==> src/rtl/noise_seq_pkg.sv <==
// Shared types and constants for the noise-measurement sequencer:
// FSM states, control-bit positions and the per-phase config address layout.
package noise_seq_pkg;

   typedef enum logic [1:0] {
      IDLE = 2'd0,
      RUN  = 2'd1,
      DONE = 2'd2
   } state_e;

   localparam int BIT_DUMPON  = 0;
   localparam int BIT_DUMPOFF = 1;
   localparam int BIT_SOFT_D  = 2;
   localparam int BIT_RT_SW   = 3;
   localparam int BIT_SW_ACQ1 = 4;
   localparam int BIT_SW_ACQ2 = 5;
   localparam int BIT_N_ACQ   = 6;

   // Each phase occupies three consecutive config words.
   localparam int DUR_LO   = 0;
   localparam int DUR_HI   = 1;
   localparam int PAT      = 2;
   localparam int LAST_BIT = 15;

endpackage

==> src/rtl/noise_seq_if.sv <==
// Host DSP configuration write bus for noise_seq, with the reject pulse
// returned by the sequencer.
interface noise_seq_if #(
   parameter int NUM_PHASES = 8,
   parameter int DATA_W     = 16
);
   localparam int ADDR_W = $clog2(3 * NUM_PHASES + 1);

   logic              cfg_wr;
   logic [ADDR_W-1:0] cfg_addr;
   logic [DATA_W-1:0] cfg_data;
   logic              cfg_rej;

   modport master (output cfg_wr, output cfg_addr, output cfg_data, input cfg_rej);
   modport slave  (input cfg_wr, input cfg_addr, input cfg_data, output cfg_rej);
endinterface

==> src/rtl/noise_seq_timer.sv <==
// Loadable down-counter timing one phase; expire_o is high in the last
// enabled cycle of the loaded interval (load value = cycles - 1).
module noise_seq_timer #(
   parameter int TIME_W = 20
) (
   input  logic              clk_sys,
   input  logic              rst,
   input  logic              load_i,
   input  logic [TIME_W-1:0] val_i,
   input  logic              en_i,
   output logic              expire_o
);
   logic [TIME_W-1:0] cnt_q;

   always_ff @(posedge clk_sys or posedge rst) begin
      if (rst) begin
         cnt_q <= '0;
      end else if (load_i) begin
         cnt_q <= val_i;
      end else if (en_i && (cnt_q != '0)) begin
         cnt_q <= cnt_q - TIME_W'(1);
      end
   end

   assign expire_o = en_i && (cnt_q == '0);
endmodule

==> src/rtl/noise_seq.sv <==
// Programmable phase sequencer driving the analog-switch/dump controls.
// Optional abort input is enabled by defining NOISE_SEQ_ABORT_EN.
module noise_seq
   import noise_seq_pkg::*;
#(
   parameter int TIME_W     = 20,
   parameter int NUM_PHASES = 8,
   parameter int OUT_W      = 7,
   parameter int DATA_W     = 16,
   parameter int REP_W      = 16
) (
   input  logic             clk_sys,
   input  logic             rst,
   input  logic             start,
`ifdef NOISE_SEQ_ABORT_EN
   input  logic             abort,
`endif
   noise_seq_if.slave       cfg,
   output logic [OUT_W-1:0] ctrl_out,
   output logic             busy,
   output logic [3:0]       phase_idx,
   output logic [REP_W-1:0] pass_cnt,
   output logic             done_n
);
   localparam int ADDR_W = $clog2(3 * NUM_PHASES + 1);

   state_e            state_q;
   logic [OUT_W-1:0]  ctrl_q;
   logic              busy_q;
   logic [3:0]        phase_q;
   logic [REP_W-1:0]  pass_q;
   logic              done_n_q;
   logic              cfg_rej_q;

   logic [TIME_W-1:0] dur_q  [NUM_PHASES];
   logic [OUT_W-1:0]  pat_q  [NUM_PHASES];
   logic              last_q [NUM_PHASES];
   logic [REP_W-1:0]  rep_q;

   logic              abort_w;
   logic              wr_ok;
   logic              eop;
   logic              more;
   logic              tmr_load;
   logic              tmr_exp;
   logic [3:0]        nxt_idx;
   logic [TIME_W-1:0] nxt_dur;
   logic [OUT_W-1:0]  nxt_pat;
   logic              cur_last;
   logic [TIME_W-1:0] dur_m1;
   logic [REP_W-1:0]  rep_eff;
   logic [REP_W-1:0]  pass_d;

`ifdef NOISE_SEQ_ABORT_EN
   assign abort_w = abort && (state_q == RUN);
`else
   assign abort_w = 1'b0;
`endif

   // The table is writable only while idle; the range check covers the repeat word.
   assign wr_ok = cfg.cfg_wr && (state_q == IDLE) &&
                  (cfg.cfg_addr <= ADDR_W'(3 * NUM_PHASES));

   genvar gi;
   generate
      for (gi = 0; gi < NUM_PHASES; gi++) begin : g_tab
         logic wr_lo, wr_hi, wr_pat;
         assign wr_lo  = wr_ok && (cfg.cfg_addr == ADDR_W'(3 * gi + DUR_LO));
         assign wr_hi  = wr_ok && (cfg.cfg_addr == ADDR_W'(3 * gi + DUR_HI));
         assign wr_pat = wr_ok && (cfg.cfg_addr == ADDR_W'(3 * gi + PAT));

         always_ff @(posedge clk_sys or posedge rst) begin
            if (rst) begin
               dur_q[gi]  <= '0;
               pat_q[gi]  <= '0;
               last_q[gi] <= 1'b0;
            end else begin
               if (wr_lo)  dur_q[gi][15:0]        <= cfg.cfg_data[15:0];
               if (wr_hi)  dur_q[gi][TIME_W-1:16] <= cfg.cfg_data[TIME_W-17:0];
               if (wr_pat) begin
                  pat_q[gi]  <= cfg.cfg_data[OUT_W-1:0];
                  last_q[gi] <= cfg.cfg_data[LAST_BIT];
               end
            end
         end
      end
   endgenerate

   always_ff @(posedge clk_sys or posedge rst) begin
      if (rst) begin
         rep_q <= '0;
      end else if (wr_ok && (cfg.cfg_addr == ADDR_W'(3 * NUM_PHASES))) begin
         rep_q <= REP_W'(cfg.cfg_data);
      end
   end

   // Table lookups: current phase's LAST flag, and the phase about to be loaded.
   always_comb begin
      nxt_dur  = '0;
      nxt_pat  = '0;
      cur_last = 1'b0;
      for (int i = 0; i < NUM_PHASES; i++) begin
         if (nxt_idx == 4'(i)) begin
            nxt_dur = dur_q[i];
            nxt_pat = pat_q[i];
         end
         if (phase_q == 4'(i)) cur_last = last_q[i];
      end
   end

   assign eop      = cur_last || (phase_q == 4'(NUM_PHASES - 1));
   assign nxt_idx  = ((state_q == RUN) && !eop) ? phase_q + 4'd1 : 4'd0;
   assign dur_m1   = (nxt_dur == '0) ? '0 : nxt_dur - TIME_W'(1);
   assign rep_eff  = (rep_q == '0) ? REP_W'(1) : rep_q;
   assign pass_d   = (pass_q == '1) ? pass_q : pass_q + REP_W'(1);
   assign more     = ({1'b0, pass_q} + (REP_W + 1)'(1)) < {1'b0, rep_eff};
   assign tmr_load = ((state_q == IDLE) && start) ||
                     ((state_q == RUN) && !abort_w && tmr_exp && (!eop || more));

   noise_seq_timer #(.TIME_W(TIME_W)) u_timer (
      .clk_sys  (clk_sys),
      .rst      (rst),
      .load_i   (tmr_load),
      .val_i    (dur_m1),
      .en_i     (state_q == RUN),
      .expire_o (tmr_exp)
   );

   always_ff @(posedge clk_sys or posedge rst) begin
      if (rst) begin
         state_q   <= IDLE;
         ctrl_q    <= '0;
         busy_q    <= 1'b0;
         phase_q   <= '0;
         pass_q    <= '0;
         done_n_q  <= 1'b1;
         cfg_rej_q <= 1'b0;
      end else begin
         cfg_rej_q <= cfg.cfg_wr && !wr_ok;
         done_n_q  <= 1'b1;
         case (state_q)
            IDLE: begin
               if (start) begin
                  state_q <= RUN;
                  busy_q  <= 1'b1;
                  phase_q <= 4'd0;
                  pass_q  <= '0;
                  ctrl_q  <= nxt_pat;
               end
            end
            RUN: begin
               if (abort_w || (tmr_exp && eop && !more)) begin
                  if (!abort_w) pass_q <= pass_d;
                  state_q  <= DONE;
                  ctrl_q   <= '0;
                  busy_q   <= 1'b0;
                  phase_q  <= 4'd0;
                  done_n_q <= 1'b0;
               end else if (tmr_exp) begin
                  if (eop) pass_q <= pass_d;
                  phase_q <= nxt_idx;
                  ctrl_q  <= nxt_pat;
               end
            end
            DONE:    state_q <= IDLE;
            default: state_q <= IDLE;
         endcase
      end
   end

   assign ctrl_out    = ctrl_q;
   assign busy        = busy_q;
   assign phase_idx   = phase_q;
   assign pass_cnt    = pass_q;
   assign done_n      = done_n_q;
   assign cfg.cfg_rej = cfg_rej_q;
endmodule

==> src/flat_wrapper.sv <==
// flat-port wrapper written by rule: the top's interface ports become plain ports
module noise_seq_flat import noise_seq_pkg::*;
#(
   parameter int TIME_W     = 20,
   parameter int NUM_PHASES = 8,
   parameter int OUT_W      = 7,
   parameter int DATA_W     = 16,
   parameter int REP_W      = 16
)
  (clk_sys, rst, start, ctrl_out, busy, phase_idx, pass_cnt, done_n, cfg_cfg_wr, cfg_cfg_addr, cfg_cfg_data, cfg_cfg_rej);
  noise_seq_if #(.NUM_PHASES(NUM_PHASES), .DATA_W(DATA_W)) cfg_i ();
  input  logic clk_sys;
  input  logic rst;
  input  logic start;
  output logic [OUT_W-1:0] ctrl_out;
  output logic busy;
  output logic [3:0] phase_idx;
  output logic [REP_W-1:0] pass_cnt;
  output logic done_n;
  input wire logic [$bits(cfg_i.cfg_wr)-1:0] cfg_cfg_wr;
  input wire logic [$bits(cfg_i.cfg_addr)-1:0] cfg_cfg_addr;
  input wire logic [$bits(cfg_i.cfg_data)-1:0] cfg_cfg_data;
  output wire logic [$bits(cfg_i.cfg_rej)-1:0] cfg_cfg_rej;
  assign cfg_i.cfg_wr = cfg_cfg_wr;
  assign cfg_i.cfg_addr = cfg_cfg_addr;
  assign cfg_i.cfg_data = cfg_cfg_data;
  assign cfg_cfg_rej = cfg_i.cfg_rej;
  noise_seq #(.TIME_W(TIME_W), .NUM_PHASES(NUM_PHASES), .OUT_W(OUT_W), .DATA_W(DATA_W), .REP_W(REP_W)) u_core (.clk_sys(clk_sys), .rst(rst), .start(start), .cfg(cfg_i), .ctrl_out(ctrl_out), .busy(busy), .phase_idx(phase_idx), .pass_cnt(pass_cnt), .done_n(done_n));
endmodule
==> config.mk <==
export PLATFORM = sky130hd
export DESIGN_NAME = noise_seq_flat
export DESIGN_NICKNAME = d
export VERILOG_FILES = /design/src/rtl/noise_seq_pkg.sv /design/src/rtl/noise_seq_if.sv /design/src/rtl/noise_seq_timer.sv /design/src/rtl/noise_seq.sv /design/src/flat_wrapper.sv
export SDC_FILE = /design/constraint.sdc
export NUM_CORES = 1
export LEC_CHECK = 0
export BUFFER_PORTS_ARGS = -buffer_cell sky130_fd_sc_hd__buf_2
export CAP_MARGIN = 20
export CORE_MARGIN = 1
export CORE_UTILIZATION = 50
export DETAILED_ROUTE_END_ITERATION = 12
export MAX_ROUTING_LAYER = met4
export PLACE_DENSITY_LB_ADDON = 0.15
export SETUP_SLACK_MARGIN = 0.5
export SLEW_MARGIN = 40
export SYNTH_ARGS = -nofsm -noshare
export SYNTH_HDL_FRONTEND = slang
export SYNTH_SLANG_ARGS = --single-unit
==> constraint.sdc <==
create_clock -name clk_sys -period 9.55 [get_ports clk_sys]
set_input_delay 1.91 -clock clk_sys [delete_from_list [all_inputs] [get_ports clk_sys]]
set_output_delay 1.91 -clock clk_sys [all_outputs]
set_load 0.01 [all_outputs]
==> metrics.md <==
| Metric | Value |
|---|---|
| Starting DRT DRC Count | 1009 |
| Crit end category | register |
| Syn Nets | 1357 |
| CTS Buf Count | 34 |
| Maximum clock rate | 0.1849 GHz |
| Largest net degree at the start of global routing | 108 |
| Leak | 0.007971 uW |
| Initial antenna violation count | 1 |
| Die height | around 170 um |
| Vias per cell | about 6.3 |
| Net Sw Frac | 21.56% |
| Clock skew | roughly 0.016 ns |
| Crit path DAT | 5.77 ns |
| Slew Limit Fails | 0 |
| CTS Root Cell | clkbuf_16 |
| Post-Syn Instances | 1309 |
| Clock buffer depth | 3 |
| CTS tree | yes |
| Die ar. | 30600 sq um |
| Power Density | 154.9 nW/um^2 |
| Overflow after GRT | 0 |
| Crit-path slowest cell | nor3b_2 |
| Setup tns final | 0 ns |
| Antenna Nets Post-Route | 0 |
| Flops & latches, synth | 291 |
| Int Pwr | 2034 uW |
| Worst-margin pin slew | 0.8480 ns |
| Final nets | 1390 |
| Setup CP Type | reg -> reg |
| Seq pwr share | a little under half |
| Post-synth EDFFs | 0 |
| Die width | 174.9 um |
| CP max stage delay | 0.62 ns |
| Switching power | between 500 and 600 uW |
| Area of the core | 29090 sq um |
| Latest clock arrival within the worst-skew pair | about 0.5 ns |
| Placed insts | 1689 |
| Initial core utilization | 51.39% |
| Combinational Power Share | 2.3% |
| Clock transition at path regs | 0.06 ns |
| CP startpoint kind | register |
| Post-synth top area share | between 40% and 50% |
| Sequential share of the synthesized area | roughly 49% |
| GRT Util Overall | 29.77% |
| First-pass GRT wire length | between 60 and 70 mm |
| Yosys top cell by area | dfrtp_1 |
| Multi-input logic area | 7295 sq um |
| Tcrit/Tclk final | 56.64% |
| Top FF cell, synth | dfrtp_1 |
| Final core occ | approximately 58% |
| DRC Markers | 0 |
| Total Wirelength | 43.12 mm |
| Site Rows | 62 |
| Hold WC Path Type | reg -> reg |
| Netlist cell types | 95 |
| Final Wtd Congestion | slightly above 0.9 |
| CTS H-tree lvls | 2 |
| Cts repair resizes | 0 |
| Area Growth Syn to Fin | 11.97% |
| FFs w/ async S/R, synth | 100.0% |
| Final setup fails | 0 |
| WP data required | approximately 9.9 ns |
| Run status | finished, final reports clean |
| Cell area after placement | 15580 sq um |
| Mean Syn Cell Area | around 11 sq um |
| DRT Pass-1 Iters | 8 |
| Crit path max fanout | 38 |
| Warning count from the yosys run | 0 |
| Number of max-cap violations | 0 |
| Share of layout cells above drive strength 1 | 30.38% |
| I/O pins | 55 |
| Most common cell in the synthesized netlist | dfrtp_1 |
| Worst reg-to-reg setup slack | 4.14 ns |
| Final hold violations | 0 |
| Vias in the first global route | 10.97k |
| Post-DP HPWL | 29.78 mm |
| Clock power frac | between 50% and 60% |
| Clk sinks | 291 |
| Hold buffers post-CTS | 0 |
| Routed via count | 11.03k |
| Synth area leaders | dfrtp_1 (49%), mux2_2 (18%), nand2_1 (2.2%) |
| Unrepaired setup endpoints after global routing | false |
| VDD IR max | 139.9 uV |
| Most common library cells after synthesis | dfrtp_1 (290), mux2_2 (242), nand2_1 (88) |
| Minimum clock period | about 5.4 ns |
| Finished Layout Cells | 1750 |
| Postcts setup bufs | 0 |
| Fin area | 16740 sq um |
| Number of port buffers | 54 |
| Slew HR | 43.12% |
| Antenna cells | 0 |
| Synthesized area | 14950 sq um |
| DR WL/cell | 24.64 um |
| Crit-path cells | buf_4, inv_1, ha_1, buf_4, nand2b_1, o311ai_1, nand2b_2, a221o_1, o2bb2ai_1, nor3b_2, inv_1, o21ai_2, o221ai_1 |
| Fillers | 2441 |
| Flip-flop and latch area | 7283 sq um |
logic make-up (layout without fill, tap and decap cells):
group | Yosys count | count (layout) | synth area share, %
AOI/OAI and AO/OA | 271 | 271 | 13.66
muxes | 250 | 250 | 18.80
and+or+nand+nor | 331 | 331 | 11.63
adders and majority gates | 23 | 23 | 1.925
DFF | 291 | 291 | 48.72
buffers and inverters | 102 | 159 | 2.871
xor gates and xnor gates | 41 | 41 | 2.402
power by group through the flow:
| stage | clock [uW] | sequential (uW) | combinational, uW |
|---|---|---|---|
| 2_1_floorplan | 0 | 1260 | 27.3 |
| 3_3_place_gp | 0 | 1260 | 57.3 |
| 3_5_place_dp | 0 | 1260 | 59.6 |
| 4_1_cts | 1320 | 1230 | 59.6 |
| 5_1_grt | 1370 | 1230 | 66.2 |
| 6_report | 1300 | 1230 | 58.9 |
final timing paths:
kind / startpoint / end / cells after the start
setup / recovery: u_core.phase_idx[0]$_DFFE_PP0P_ / u_core.u_timer.cnt_q[9]$_DFFE_PP0P_ / 13
hold / removal: u_core.ctrl_out[5]$_DFFE_PP0P_ / u_core.ctrl_out[5]$_DFFE_PP0P_ / 2
setup reg to reg: u_core.phase_idx[0]$_DFFE_PP0P_ / u_core.u_timer.cnt_q[9]$_DFFE_PP0P_ / 13
hold reg to reg: u_core.ctrl_out[5]$_DFFE_PP0P_ / u_core.ctrl_out[5]$_DFFE_PP0P_ / 2
max in group asynchronous: rst / u_core.done_n$_DFF_PP1_ / 4
min in group asynchronous: rst / u_core.dur_q[50]$_DFFE_PP0P_ / 2
sequential cells by signal, summed over array words and instances (netlist names), 4 cells and up:
signal / flops
u_core.dur_q: 160
u_core.u_timer.cnt_q: 20
u_core.pat_q: 56
u_core.rep_q: 16
u_core.phase_idx: 4
u_core.last_q: 7
u_core.pass_cnt: 16
u_core.ctrl_out: 7
routing by layer:
metal	share of wire (%)	global-route usage [%]	up-vias
met5	0	-	-
met1	46	42.97	5601
li1	-	-	4934
met4	2.2	7.572	0
met3	7.4	5.614	82
met2	44	43.04	417
layout by cell type, fill, tap and decap left out, types with 7 or more instances in the layout:
cell type	synthesis	routed
a21o_1	7	7
nand2b_1	17	16
mux2i_1	7	7
ha_1	23	23
a221o_1	13	13
nand2_1	88	83
or3_1	7	7
a222oi_1	9	9
and3_1	16	16
nor4_1	10	10
mux2_2	242	242
o221ai_1	7	7
buf_2	16	54
nor3_1	26	25
xor2_1	17	16
dfrtp_1	290	290
a31oi_1	9	9
o22ai_1	19	19
clkbuf_8	0	9
a221oi_1	11	11
clkbuf_1	52	10
xnor2_1	24	23
buf_4	1	14
nand2_2	2	7
clkbuf_16	0	35
inv_1	27	26
nor2_1	69	68
nand3_1	39	39
o211ai_1	10	10
o21ai_0	47	47
a21oi_1	30	30
a22oi_1	23	23
o31ai_1	20	20
critical path: cells and delay by family, from the launching register on:
family	cells	cell delay, ns
AOI/OAI and AO/OA	5	1.78
adders and majority gates	1	0.31
buffers and inverters	4	1.08
DFF	1	0.32
and+or+nand+nor	3	1.72
final cells by class:
type,count,area share [%]
clock inverter,7,0.5755
timing repair buffer,72,2.728
clock buffer,53,6.114
inverter,27,0.6279
tap,384,2.870
sequential,291,43.51
multi-input combinational,916,43.58
per-stage QoR:
step | setup WS, ns | hold slack (ns) | total power (uW)
2_1_floorplan | 3.780 | 0.4706 | 1284
3_3_place_gp | 4.432 | 0.4565 | 1313
3_5_place_dp | 4.257 | 0.4651 | 1315
4_1_cts | 4.266 | 0.4786 | 2614
5_1_grt | 3.730 | 0.5070 | 2668
6_report | 4.141 | 0.4702 | 2593
No activity file was read; power rests on OpenSTA's default activity.
